## src/rtl/ltssm_pkg.sv

```systemverilog
// Shared LTSSM substate encoding, ordered-set symbols and TX count thresholds.
// Used by the TS1/TS2 generator and the RX ordered-set checker.
package ltssm_pkg;

    localparam int unsigned SUBSTATE_W = 4;
    localparam int unsigned OS_W       = 128;
    localparam int unsigned TXCOUNT_W  = 11;

    localparam logic [SUBSTATE_W-1:0] DETECT_QUIET           = 4'd0;
    localparam logic [SUBSTATE_W-1:0] DETECT_ACTIVE          = 4'd1;
    localparam logic [SUBSTATE_W-1:0] POLLING_ACTIVE         = 4'd2;
    localparam logic [SUBSTATE_W-1:0] POLLING_CONFIGURATION  = 4'd3;
    localparam logic [SUBSTATE_W-1:0] LINKWIDTH_START        = 4'd4;
    localparam logic [SUBSTATE_W-1:0] LINKWIDTH_ACCEPT       = 4'd5;
    localparam logic [SUBSTATE_W-1:0] LANENUM_WAIT           = 4'd6;
    localparam logic [SUBSTATE_W-1:0] LANENUM_ACCEPT         = 4'd7;
    localparam logic [SUBSTATE_W-1:0] CONFIGURATION_COMPLETE = 4'd8;
    localparam logic [SUBSTATE_W-1:0] CONFIGURATION_IDLE     = 4'd9;

    localparam logic [7:0] SYM_COM  = 8'hBC;
    localparam logic [7:0] SYM_PAD  = 8'hF7;
    localparam logic [7:0] SYM_TS1  = 8'h4A;
    localparam logic [7:0] SYM_TS2  = 8'h45;
    localparam logic [7:0] SYM_NFTS = 8'h00;

    localparam int unsigned THRESH_POLLING = 1024;
    localparam int unsigned THRESH_DEFAULT = 16;

    localparam logic [TXCOUNT_W-1:0] TXCOUNT_MAX = '1;

    typedef enum logic [1:0] {
        S_IDLE,
        S_LOAD,
        S_SEND
    } gen_state_e;

    typedef struct packed {
        logic [7:0] link;
        logic [7:0] lane;
        logic [7:0] rateid;
        logic       upcfg;
    } os_fields_t;

    function automatic logic [TXCOUNT_W-1:0] count_threshold(input logic [SUBSTATE_W-1:0] sub);
        return (sub == POLLING_ACTIVE) ? TXCOUNT_W'(THRESH_POLLING) : TXCOUNT_W'(THRESH_DEFAULT);
    endfunction

endpackage

```

## src/rtl/os_formatter.sv

```systemverilog
// Combinational TS1/TS2 content selection for the current substate and port role.
module os_formatter
    import ltssm_pkg::*;
#(
    parameter int unsigned DEVICETYPE = 0
) (
    input  logic [SUBSTATE_W-1:0] substate,
    input  os_fields_t            fields,
    output logic [OS_W-1:0]       orderedset_c,
    output logic                  transmit_c
);

    logic       is_ts2;
    logic [7:0] link_f;
    logic [7:0] lane_f;
    logic [7:0] ident;
    logic [7:0] ctrl;

    always_comb begin
        transmit_c = 1'b1;
        is_ts2     = 1'b0;
        link_f     = SYM_PAD;
        lane_f     = SYM_PAD;
        case (substate)
            POLLING_ACTIVE: ;
            POLLING_CONFIGURATION: is_ts2 = 1'b1;
            LINKWIDTH_START: begin
                if (DEVICETYPE == 0) link_f = fields.link;
            end
            LINKWIDTH_ACCEPT: begin
                link_f = fields.link;
                if (DEVICETYPE == 0) lane_f = fields.lane;
            end
            LANENUM_WAIT, LANENUM_ACCEPT: begin
                link_f = fields.link;
                lane_f = fields.lane;
            end
            CONFIGURATION_COMPLETE: begin
                is_ts2 = 1'b1;
                link_f = fields.link;
                lane_f = fields.lane;
            end
            DETECT_QUIET, DETECT_ACTIVE, CONFIGURATION_IDLE: transmit_c = 1'b0;
            default: transmit_c = 1'b0;
        endcase
    end

    assign ident = is_ts2 ? SYM_TS2 : SYM_TS1;
    assign ctrl  = {5'b0, fields.upcfg, 2'b0};

    // Byte 0 in the least significant position.
    assign orderedset_c = {{10{ident}}, ctrl, fields.rateid, SYM_NFTS, lane_f, link_f, SYM_COM};

endmodule

```

## src/rtl/os_generator.sv

```systemverilog
// TS1/TS2 ordered-set transmitter: loads content per substate, streams it
// under ready/valid and counts accepted sets against the substate threshold.
module os_generator
    import ltssm_pkg::*;
#(
    parameter int unsigned DEVICETYPE = 0
) (
    input  logic                  clk,
    input  logic                  reset,
    input  logic [SUBSTATE_W-1:0] substate,
    input  logic [7:0]            linkNumber,
    input  logic [7:0]            laneNumber,
    input  logic [7:0]            rateid,
    input  logic                  upconfigure_capability,
    input  logic                  ready,
    output logic [OS_W-1:0]       orderedset,
    output logic                  valid,
    output logic [TXCOUNT_W-1:0]  txCount,
    output logic                  countDone
);

    gen_state_e            state_q, state_d;
    logic [OS_W-1:0]       set_q, set_d;
    logic                  valid_q, valid_d;
    logic [TXCOUNT_W-1:0]  cnt_q, cnt_d, cnt_inc;
    logic                  done_q, done_d;
    logic [SUBSTATE_W-1:0] sub_q, sub_d;

    os_fields_t      fields;
    logic [OS_W-1:0] fmt_set;
    logic            transmit_c;

    assign fields = '{link: linkNumber, lane: laneNumber, rateid: rateid, upcfg: upconfigure_capability};

    os_formatter #(.DEVICETYPE(DEVICETYPE)) u_fmt (
        .substate     (substate),
        .fields       (fields),
        .orderedset_c (fmt_set),
        .transmit_c   (transmit_c)
    );

    always_comb begin
        state_d = state_q;
        set_d   = set_q;
        valid_d = valid_q;
        cnt_d   = cnt_q;
        done_d  = done_q;
        sub_d   = sub_q;
        cnt_inc = (cnt_q == TXCOUNT_MAX) ? cnt_q : cnt_q + TXCOUNT_W'(1);
        case (state_q)
            S_IDLE: begin
                valid_d = 1'b0;
                done_d  = 1'b0;
                if (transmit_c) state_d = S_LOAD;
            end
            S_LOAD: begin
                done_d = 1'b0;
                cnt_d  = '0;
                if (transmit_c) begin
                    set_d   = fmt_set;
                    sub_d   = substate;
                    valid_d = 1'b1;
                    state_d = S_SEND;
                end else begin
                    valid_d = 1'b0;
                    state_d = S_IDLE;
                end
            end
            S_SEND: begin
                // The pending set is only released by acceptance; a substate
                // change is acted upon after that.
                if (valid_q && ready) begin
                    cnt_d  = cnt_inc;
                    done_d = (cnt_inc >= count_threshold(sub_q));
                    if (substate != sub_q) begin
                        valid_d = 1'b0;
                        done_d  = 1'b0;
                        state_d = transmit_c ? S_LOAD : S_IDLE;
                    end
                end
            end
            default: begin
                valid_d = 1'b0;
                done_d  = 1'b0;
                state_d = S_IDLE;
            end
        endcase
    end

    always_ff @(posedge clk or negedge reset) begin
        if (!reset) begin
            state_q <= S_IDLE;
            set_q   <= '0;
            valid_q <= 1'b0;
            cnt_q   <= '0;
            done_q  <= 1'b0;
            sub_q   <= DETECT_QUIET;
        end else begin
            state_q <= state_d;
            set_q   <= set_d;
            valid_q <= valid_d;
            cnt_q   <= cnt_d;
            done_q  <= done_d;
            sub_q   <= sub_d;
        end
    end

    assign orderedset = set_q;
    assign valid      = valid_q;
    assign txCount    = cnt_q;
    assign countDone  = done_q;

endmodule
```

## config.mk

```make
export PLATFORM = sky130hd
export DESIGN_NAME = os_generator
export DESIGN_NICKNAME = d
export VERILOG_FILES = /design/src/rtl/ltssm_pkg.sv /design/src/rtl/os_formatter.sv /design/src/rtl/os_generator.sv
export SDC_FILE = /design/constraint.sdc
export NUM_CORES = 1
export LEC_CHECK = 0
export ABC_AREA = 1
export CELL_PAD_IN_SITES_DETAIL_PLACEMENT = 0
export CELL_PAD_IN_SITES_GLOBAL_PLACEMENT = 1
export CORE_UTILIZATION = 40
export CTS_CLUSTER_SIZE = 25
export DETAILED_ROUTE_END_ITERATION = 8
export HOLD_SLACK_MARGIN = 0.02
export PLACE_DENSITY = 0.85
export SYNTH_ARGS = -nofsm -noshare
export SYNTH_HDL_FRONTEND = slang
export SYNTH_HIERARCHICAL = 1
export SYNTH_SLANG_ARGS = --single-unit
```

## constraint.sdc

```tcl
create_clock -name clk -period 2.2 [get_ports clk]
set_input_delay 0.22 -clock clk [delete_from_list [all_inputs] [get_ports clk]]
set_output_delay 0.22 -clock clk [all_outputs]
set_load 0.05 [all_outputs]
```

==> results of run 1 <==
==> synth_stat cells, types with 2 or more instances <==
library cell	instances	area (sq um)
xor2_1	2	17.5
a21oi_1	5	25.0
o22ai_1	10	62.6
o21ai_0	9	45.0
nand2_2	4	25.0
nor2_1	19	71.3
nand2_4	2	22.5
nand3_4	2	35.0
mux2_2	129	1450
conb_1	2	7.51
nand2_1	60	225
o21ai_2	2	17.5
nand3_1	15	75.1
inv_2	4	15.0
buf_4	111	833
nor3_1	2	10.0
nor2_2	3	18.8
clkbuf_1	3	11.3
buf_2	14	70.1
dfrtp_1	147	3680
ha_1	3	37.5
inv_1	46	173
==> worst reg2reg max path, delay by kind of cell, from the launching register on <==
family	cells	cell delay (ns)
and+or+nand+nor	7	0.68
adders and majority gates	2	0.52
DFF	1	0.41
AOI/OAI and AO/OA	1	0.27
buffers and inverters	1	0.07
==> cell type report <==
class / instances / area (sq um)
inverters: 50 / 188
well taps: 225 / 282
flip-flops and latches: 147 / 3680
clock buffers: 19 / 453
fillers: 1467 / 8050
repair buffers: 194 / 1980
clock inverters: 11 / 129
multi-input cells: 339 / 2480
==> path summary, 6_finish.rpt <==
check | slack [ns] | to | cells after the start
worst min register to register | 0.50 | orderedset[84] | 1
max in group asynchronous | 1.41 | orderedset[112] | 3
worst min-delay path | 0.36 | txCount[7] | 3
worst max-delay path | 0.15 | countDone | 11
worst max register to register | 0.15 | countDone | 11
min in group clk | 0.42 | orderedset[32] | 2
==> flip-flops by register name, indices dropped and copies added (netlist names) <==
register / cells
countDone: 1
orderedset: 128
state_q: 2
sub_q: 4
txCount: 11
valid: 1
==> what timing repair did <==
| item | 4_1_cts | 5_1_grt |
|---|---|---|
| setup buffers | 0 | 1 |
| endpoints found under the setup margin | 0 | 1 |
| hold endpoints to repair | 147 | 0 |
| resized for setup | 0 | 2 |
| hold buffers | 1 | 0 |
==> power groups by stage <==
stage	clock network [mW]	registers, mW	logic [mW]
2_1_floorplan	0	2.75	0.187
3_3_place_gp	0	2.75	0.190
3_5_place_dp	0	2.75	0.196
4_1_cts	2.93	2.70	0.199
5_1_grt	3.04	2.70	0.226
6_report	2.85	2.70	0.195
==> routing by layer <==
metal | up-vias | GRT usage (%) | wire length [um] | share of wire, %
li1 | 2079 | - | - | -
met1 | 2170 | 18.5 | 5640 | 40
met2 | 126 | 26.7 | 6880 | 49
met3 | 10 | 7.79 | 1270 | 9.1
met4 | 0 | 4.87 | 133 | 0.96
met5 | - | 0 | 0 | 0
==> cell families (layout without fill, tap and decap cells) <==
group	count (synthesis)	count (layout)	synth area share [%]
buffers and inverters	178	274	15.7
multiplexers	129	129	20.7
adder cells (fa/ha/maj)	3	3	0.535
AO/OA/AOI/OAI	27	27	2.25
AND/OR/NAND/NOR	114	114	7.85
other	2	63	0.107
XOR/XNOR	3	3	0.375
flip-flops	147	147	52.5
==> per-stage QoR <==
stage / instances / util (%)
floorplan: 664 / -
CTS: 984 / 53.2
global route: 985 / 53.3
detailed placement: 953 / 49.8
global placement: 953 / 49.8
finish: 985 / 53.3
==> run summary, run 1 <==
## Job
- number of max-cap violations: 0

## GRT
- global-route wire length before repair: 22.7 mm
- number of global-route vias before repair: 4655
- GR Overflow Total: 0
- largest net degree at the start of global routing: 86
- GRT Util Overall: 16.2%
- number of antenna violations at the first check in global routing: 0

## Timing
- post-route fraction of the period consumed by the critical path: 93.0%
- Hold Fails Final Rpt: 0
- final-report max-slew violation count: 0
- Peak Freq: 0.489 GHz
- worst slew pin tran: 0.569 ns
- crit path setup slack, layout: 0.153 ns
- worst slack on hold paths: 0.356 ns
- worst-case clock skew: 0.0103 ns
- Worst slew margin: 62.0%
- count of endpoints failing setup in the final report: 0
- setup TNS: 0 ns
- final critical path time including I/O delays and setup: 2.05 ns

## Die
- Die ar.: 18100 sq um
- Vert. Die Dim: 134 um
- Core Region: 17200 sq um
- number of I/O pins: 173
- die span in x: 134 um
- site row count: 48
- Starting Density: 40.7%

## Worst setup path
- Critical Path Most Common Cell: nand2_1
- endpoint class of the critical path: flop
- Critical-path top delay cell: dfrtp_2
- critical path buffer and inverter count: 1
- type of element launching the critical path: flop
- CP Max Fanout: 5
- chain of cells forming the critical path: ha_2 -> inv_2 -> nor2_8 -> nand2_1 -> o21ai_0 -> ha_1 -> or2_2 -> nand2_1 -> nand2_1 -> nand2_1 -> nand2_1
- Worst R2R Start: txCount[0]
- Crit path required time: 2.51 ns
- critical setup path kind: reg -> reg
- launch point of the critical path: txCount[0]
- gate family responsible for the most delay along the worst path: simple AND/OR/NAND/NOR gates
- longest individual stage delay on the worst path: 0.41 ns
- worst path arrival time: 2.35 ns

## Drt
- routed length per placed instance: 14.1 um
- count of nets left with antenna violations after detail routing: 0
- vias post-DR: 4385
- via-per-instance ratio: 4.45
- total detailed-routing wirelength: 13.9 mm
- DR iter-0 viols: 144
- detailed-route DRC error count: 0
- TritonRoute pass-1 iters: 5

## CTS
- clock slew at the register clock pins of the worst setup and hold paths: 0.06 ns
- TritonCTS clock tree: yes
- CTS Buffer Depth: 2
- number of clock sinks: 147
- # H-tree levels: 4
- Root Buffer Master: clkbuf_16
- worst-skew pair later-pin latency: 0.41 ns
- number of buffers inserted during clock tree synthesis: 17

## Power and ir drop
- clock group share of total power: 49.6%
- Psw: 1.24 mW
- internal power component: 4.51 mW
- share of power burned in combinational logic: 3.4%
- switching share of total power: 21.5%
- pwr dens: 626 nW/um^2
- Total Power Consumption: 5.75 mW
- worst-case vdd ir drop: 0.466 mV
- portion of total power attributed to sequential cells: 47.1%
- static leakage power: 4.60 nW

## Synthesis
- number of register bits inferred by synthesis: 147
- number of flops mapped to enable cells by yosys: 0
- sequential fraction of the synthesis area: 52.5%
- Netlist cell types: 31
- netlist area before placement: 7010 sq um
- Top FF cell, synth: dfrtp_1
- Post-Synthesis Mean Instance Area: 11.6 sq um
- yosys synthesis warning count: 6
- share of synthesized registers carrying an async set or reset: 100%
- cells after synthesis: 603

## Finish
- Final Cell Area: 9190 sq um
- area overhead of the layout relative to synthesis: 31.0%
- ratio of cells with drive above 1 in the final layout: 27.2%
- final net count: 784
- highest-count cells in the layout ignoring fill and taps: clkdlybuf4s50_1, dfrtp_1, mux2_2
- most frequent standard cell in the layout excluding fill and tap cells: clkdlybuf4s50_1
- total inserted antenna cells: 0

## Placement
- final estimated routing congestion in global placement: 0.816
- input/output buffers: 172
- area after detailed placement: 8580 sq um
- post-place setup slack: 0.0407 ns
- final HPWL from detailed placement: 9.83 mm

## Worst hold path
- path category of the worst min-delay check: in -> async

## Status
- outcome: complete, no violations

(Power assumes the default switching activity.)
==> run 2: changes to the inputs <==
--- a/config.mk
+++ b/config.mk
@@ -15,2 +15,3 @@
 export PLACE_DENSITY = 0.85
+export SLEW_MARGIN = 20
 export SYNTH_ARGS = -nofsm -noshare
--- a/constraint.sdc
+++ b/constraint.sdc
@@ -3,2 +3,2 @@
 set_output_delay 0.22 -clock clk [all_outputs]
-set_load 0.05 [all_outputs]
+set_load 0.02 [all_outputs]
==> run summary, run 2 (same netlist as run 1, synthesis figures left out) <==
## GRT
- GRT Util Overall: 16.1%
- number of antenna violations at the first check in global routing: 0
- largest net degree at the start of global routing: 75
- GR Overflow Total: 0
- global-route wire length before repair: 22.7 mm
- number of global-route vias before repair: 4536

## Worst setup path
- endpoint class of the critical path: flop
- critical setup path kind: reg -> reg
- Crit path required time: 2.55 ns
- type of element launching the critical path: flop
- CP Max Fanout: 4
- worst path arrival time: 2.38 ns
- FF-to-FF setup slack: 0.17 ns

## Die
- Vert. Die Dim: 134 um
- Starting Density: 40.7%
- Core Region: 17200 sq um
- number of I/O pins: 173
- site row count: 48
- die span in x: 134 um
- Die ar.: 18100 sq um

## Timing
- final-report max-slew violation count: 0
- Peak Freq: 0.492 GHz
- setup TNS: 0 ns
- setup repair after global routing missed its margin: false
- count of endpoints failing setup in the final report: 0
- final critical path time including I/O delays and setup: 2.03 ns
- worst-case clock skew: 0.00862 ns
- post-route fraction of the period consumed by the critical path: 92.4%
- worst slack on hold paths: 0.226 ns
- Hold Fails Final Rpt: 0
- crit path setup slack, layout: 0.167 ns

## Power and ir drop
- static leakage power: 4.54 nW
- worst-case vdd ir drop: 0.476 mV
- internal power component: 4.48 mW
- Psw: 1.19 mW
- switching share of total power: 21.0%
- portion of total power attributed to sequential cells: 47.7%
- pwr dens: 625 nW/um^2
- clock group share of total power: 48.9%
- share of power burned in combinational logic: 3.4%

## Finish
- Final Cell Area: 9070 sq um
- area overhead of the layout relative to synthesis: 29.3%
- ratio of cells with drive above 1 in the final layout: 25.5%
- final non-filler cell total: 979
- highest-count cells in the layout ignoring fill and taps: clkdlybuf4s50_1, dfrtp_1, mux2_2
- total inserted antenna cells: 0
- number of flip-flops in the largest register: 128
- most frequent standard cell in the layout excluding fill and tap cells: clkdlybuf4s50_1
- final net count: 776

## Drt
- count of nets left with antenna violations after detail routing: 0
- total detailed-routing wirelength: 13.8 mm
- routed length per placed instance: 14.1 um
- detailed-route DRC error count: 0
- vias post-DR: 4345
- TritonRoute pass-1 iters: 4
- via-per-instance ratio: 4.44
- DR iter-0 viols: 129

## Placement
- final estimated routing congestion in global placement: 0.774
- input/output buffers: 172
- final HPWL from detailed placement: 9.48 mm
- placed cells: 946
- post-place setup slack: 0.0430 ns
- area after detailed placement: 8490 sq um

## CTS
- number of clock sinks: 147
- TritonCTS clock tree: yes
- # H-tree levels: 4
- number of buffers inserted during clock tree synthesis: 17
- worst-skew pair later-pin latency: 0.41 ns
- clock slew at the register clock pins of the worst setup and hold paths: 0.06 ns
- CTS Buffer Depth: 2
- Root Buffer Master: clkbuf_16

## Worst hold path
- path category of the worst min-delay check: in -> async

## Status
- outcome: complete, no violations

## Job
- number of max-cap violations: 0

[run 2: what timing repair did]
item	in CTS	in global routing
setup endpoints to repair	0	0
resized for setup	0	0
hold buffers	1	0
hold endpoints to repair	121	0
setup buffers	0	0
[run 2: area by class of cell]
type,count,area [sq um]
clock buffers,23,458
inverters,50,188
clock inverters,9,106
repair buffers,186,1880
flip-flops and latches,147,3680
well taps,225,282
fillers,1529,8170
multi-input cells,339,2470
[run 2: final timing paths]
| kind | startpoint | to | depth (start not counted) |
|---|---|---|---|
| worst max-delay path | txCount[0] | countDone | 16 |
| worst min-delay path | reset | txCount[6] | 2 |
| worst max register to register | txCount[0] | countDone | 16 |
| min in group clk | rateid[3] | orderedset[35] | 2 |
| max in group asynchronous | reset | orderedset[107] | 3 |
| worst min register to register | orderedset[122] | orderedset[122] | 1 |
[run 2: power groups by stage]
stage / registers [mW] / clock network (mW) / logic (mW)
2_1_floorplan: 2.75 / 0 / 0.187
3_3_place_gp: 2.75 / 0 / 0.188
3_5_place_dp: 2.75 / 0 / 0.193
4_1_cts: 2.70 / 2.85 / 0.196
5_1_grt: 2.70 / 2.96 / 0.222
6_report: 2.70 / 2.77 / 0.191
[run 2: metrics by stage]
stage,utilization [%],total power [mW]
2_1_floorplan,-,2.94
3_3_place_gp,49.3,2.94
3_5_place_dp,49.3,2.95
4_1_cts,52.6,5.75
5_1_grt,52.6,5.89
6_report,52.6,5.67
[run 2: routing by layer]
metal | part of all wire, % | routed length, um | GRT usage, %
met1 | 42 | 5800 | 19.2
met2 | 48 | 6620 | 25.4
met3 | 8.7 | 1200 | 7.82
met4 | 1.5 | 204 | 5.18
met5 | 0 | 0 | 0
[run 2: worst max-delay path: stages, from the launching register on]
cell and delay [ns]:
dfrtp_1 0.38, ha_1 0.23, inv_1 0.17, nor2_8 0.06
buf_4 0.15, xor2_1 0.14, nand2_1 0.05, inv_1 0.06
ha_1 0.27, nand2_1 0.05, inv_1 0.05, nand3_1 0.07
nor2_1 0.10, nand2_1 0.06, nand2_1 0.05, nand2_1 0.04
nand2_1 0.04
==> run 3: changes to the inputs <==
Settings changed: CORE_UTILIZATION 40 to 27, SYNTH_HIERARCHICAL 1 to unset.
==> run summary, run 3 <==
## Finish
- highest-count cells in the layout ignoring fill and taps: clkdlybuf4s50_1, nand2_1, conb_1
- total inserted antenna cells: 0
- area overhead of the layout relative to synthesis: 34.1%
- most frequent standard cell in the layout excluding fill and tap cells: clkdlybuf4s50_1
- fill count: 1144
- final net count: 504
- number of flip-flops in the largest register: 28
- area taken by multi-input logic gates: 1160 sq um
- storage element area: 1180 sq um
- ratio of cells with drive above 1 in the final layout: 7.23%

## Worst setup path
- critical setup path kind: reg -> reg
- type of element launching the critical path: flop
- CP Max Fanout: 5
- launch point of the critical path: txCount[0]
- Crit path required time: 2.39 ns
- endpoint class of the critical path: flop
- worst path arrival time: 2.22 ns
- reg-to-reg critical path endpoint: countDone
- Worst R2R Start: txCount[0]
- FF-to-FF setup slack: 0.17 ns
- Worst R2R Path Depth: 14

## Timing
- final critical path time including I/O delays and setup: 2.03 ns
- post-route fraction of the period consumed by the critical path: 92.3%
- worst slack on hold paths: 0.446 ns
- Worst slew margin: 64.4%
- setup TNS: 0 ns
- crit path setup slack, layout: 0.169 ns
- worst slew pin tran: 0.534 ns
- Peak Freq: 0.492 GHz
- count of endpoints failing setup in the final report: 0
- final-report max-slew violation count: 0
- Hold Fails Final Rpt: 0
- worst-case clock skew: 0.0101 ns

## GRT
- largest net degree at the start of global routing: 48
- number of antenna violations at the first check in global routing: 0
- GRT Util Overall: 11.9%
- number of global-route vias before repair: 2269
- GR Overflow Total: 0
- global-route wire length before repair: 11.0 mm

## Placement
- input/output buffers: 124
- final estimated routing congestion in global placement: 0.854
- final HPWL from detailed placement: 5.31 mm
- post-place setup slack: 0.0828 ns

## CTS
- # H-tree levels: 2
- clock slew at the register clock pins of the worst setup and hold paths: 0.08 ns
- Root Buffer Master: clkbuf_16
- TritonCTS clock tree: yes
- number of buffers inserted during clock tree synthesis: 5
- CTS Buffer Depth: 2
- number of clock sinks: 47
- worst-skew pair later-pin latency: 0.29 ns

## Power and ir drop
- worst-case vdd ir drop: 0.295 mV
- pwr dens: 450 nW/um^2
- Psw: 0.490 mW
- switching share of total power: 26.4%
- portion of total power attributed to sequential cells: 46.6%
- static leakage power: 1.94 nW
- share of power burned in combinational logic: 9.6%
- clock group share of total power: 43.8%
- internal power component: 1.36 mW

## Synthesis
- Post-Synthesis Mean Instance Area: 7.91 sq um
- Netlist cell types: 30
- number of register bits inferred by synthesis: 47
- share of synthesized registers carrying an async set or reset: 100%
- cell types occupying the most area after synthesis: dfrtp_1, buf_4, nand2_1, inv_1, nor2_1
- netlist area before placement: 3070 sq um
- most instantiated library cell after synthesis: buf_4
- sequential fraction of the synthesis area: 38.3%
- Yosys top cell area share: 38.3%
- library cell occupying the most area in the post-synthesis netlist: dfrtp_1
- yosys synthesis warning count: 0
- cells after synthesis: 388
- number of flops mapped to enable cells by yosys: 0
- Top FF cell, synth: dfrtp_1
- ranking of synthesized cells by instance count: buf_4, nand2_1, dfrtp_1, inv_1, nor2_1

## Drt
- count of nets left with antenna violations after detail routing: 0
- total detailed-routing wirelength: 7.06 mm
- routed length per placed instance: 11.6 um
- DR iter-0 viols: 69
- vias post-DR: 2457
- detailed-route DRC error count: 0
- TritonRoute pass-1 iters: 4
- via-per-instance ratio: 4.03

## Die
- Core Region: 10900 sq um
- die span in x: 109 um
- number of I/O pins: 173
- Die ar.: 11800 sq um
- Vert. Die Dim: 109 um
- site row count: 38
- Starting Density: 28.1%

## Status
- outcome: complete, no violations

## Job
- number of max-cap violations: 0

## Worst hold path
- path category of the worst min-delay check: in -> async

-- run 3: final cells by class --
class	instances	area share (%)
tap	140	4.26
clock buffer	5	3.04
inverter	35	3.19
sequential	47	28.6
clock inverter	3	0.699
timing repair buffer	133	32.0
multi-input combinational	247	28.2
-- run 3: timing repair --
action / CTS / global route
hold buffers: 1 / 0
setup buffers: 0 / 1
setup endpoints to repair: 0 / 1
endpoints found under the hold margin: 47 / 0
resized for setup: 0 / 3
-- run 3: how the worst max path moves through the flow --
stage          cells past startpoint  slack [ns]   endpoint
6_report                          14        0.17  countDone
4_1_cts                           14        0.07  countDone
5_1_grt                           14       -0.01  countDone
2_1_floorplan                     14        0.15  countDone
3_3_place_gp                      14        0.18  countDone
3_5_place_dp                      12        0.08  countDone
-- run 3: per-stage QoR --
stage / cells / area [sq um] / power, mW / utilization, %
after global routing: 610 / 4120 / 1.93 / 37.6
after global placement: 600 / 3940 / 1.06 / 36.0
after CTS: 609 / 4100 / 1.89 / 37.5
final: 610 / 4120 / 1.85 / 37.6
after detailed placement: 600 / 3940 / 1.06 / 36.0
after floorplan: 435 / 3250 / 1.04 / -
-- run 3: kinds of logic (layout without fill, tap and decap cells) --
kind of cell	Yosys count	in the layout	synth area share, %
AND/OR/NAND/NOR	149	149	21.0
flip-flops	47	47	38.3
XOR/XNOR	3	3	0.856
adder cells (fa/ha/maj)	3	3	1.22
AO/OA/AOI/OAI	44	44	8.64
buffers and inverters	141	176	29.8
other	1	48	0.122
-- run 3: critical path, cell delays in order, from the launching register on --
cell     delay [ns]
dfrtp_1        0.43
ha_2           0.24
nand3_1        0.14
nor2_4         0.14
nand2_1        0.06
o21ai_1        0.17
ha_1           0.29
inv_1          0.08
nor2_2         0.05
nand2_1        0.05
nand2_1        0.05
nor2_1         0.09
nand2_1        0.05
nand2_1        0.05
nand2_1        0.04
-- run 3: routing by layer --
| layer | track usage [%] | wire length, um |
|---|---|---|
| met5 | 0 | 0 |
| met1 | 14.1 | 2910 |
| met2 | 21.0 | 3610 |
| met3 | 3.77 | 460 |
| met4 | 2.70 | 70 |
-- run 3: power groups by stage --
stage / clock network (mW) / registers [mW] / logic, mW
6_report: 0.812 / 0.865 / 0.177
5_1_grt: 0.874 / 0.865 / 0.194
4_1_cts: 0.844 / 0.864 / 0.178
3_5_place_dp: 0 / 0.882 / 0.176
3_3_place_gp: 0 / 0.882 / 0.176
2_1_floorplan: 0 / 0.883 / 0.153
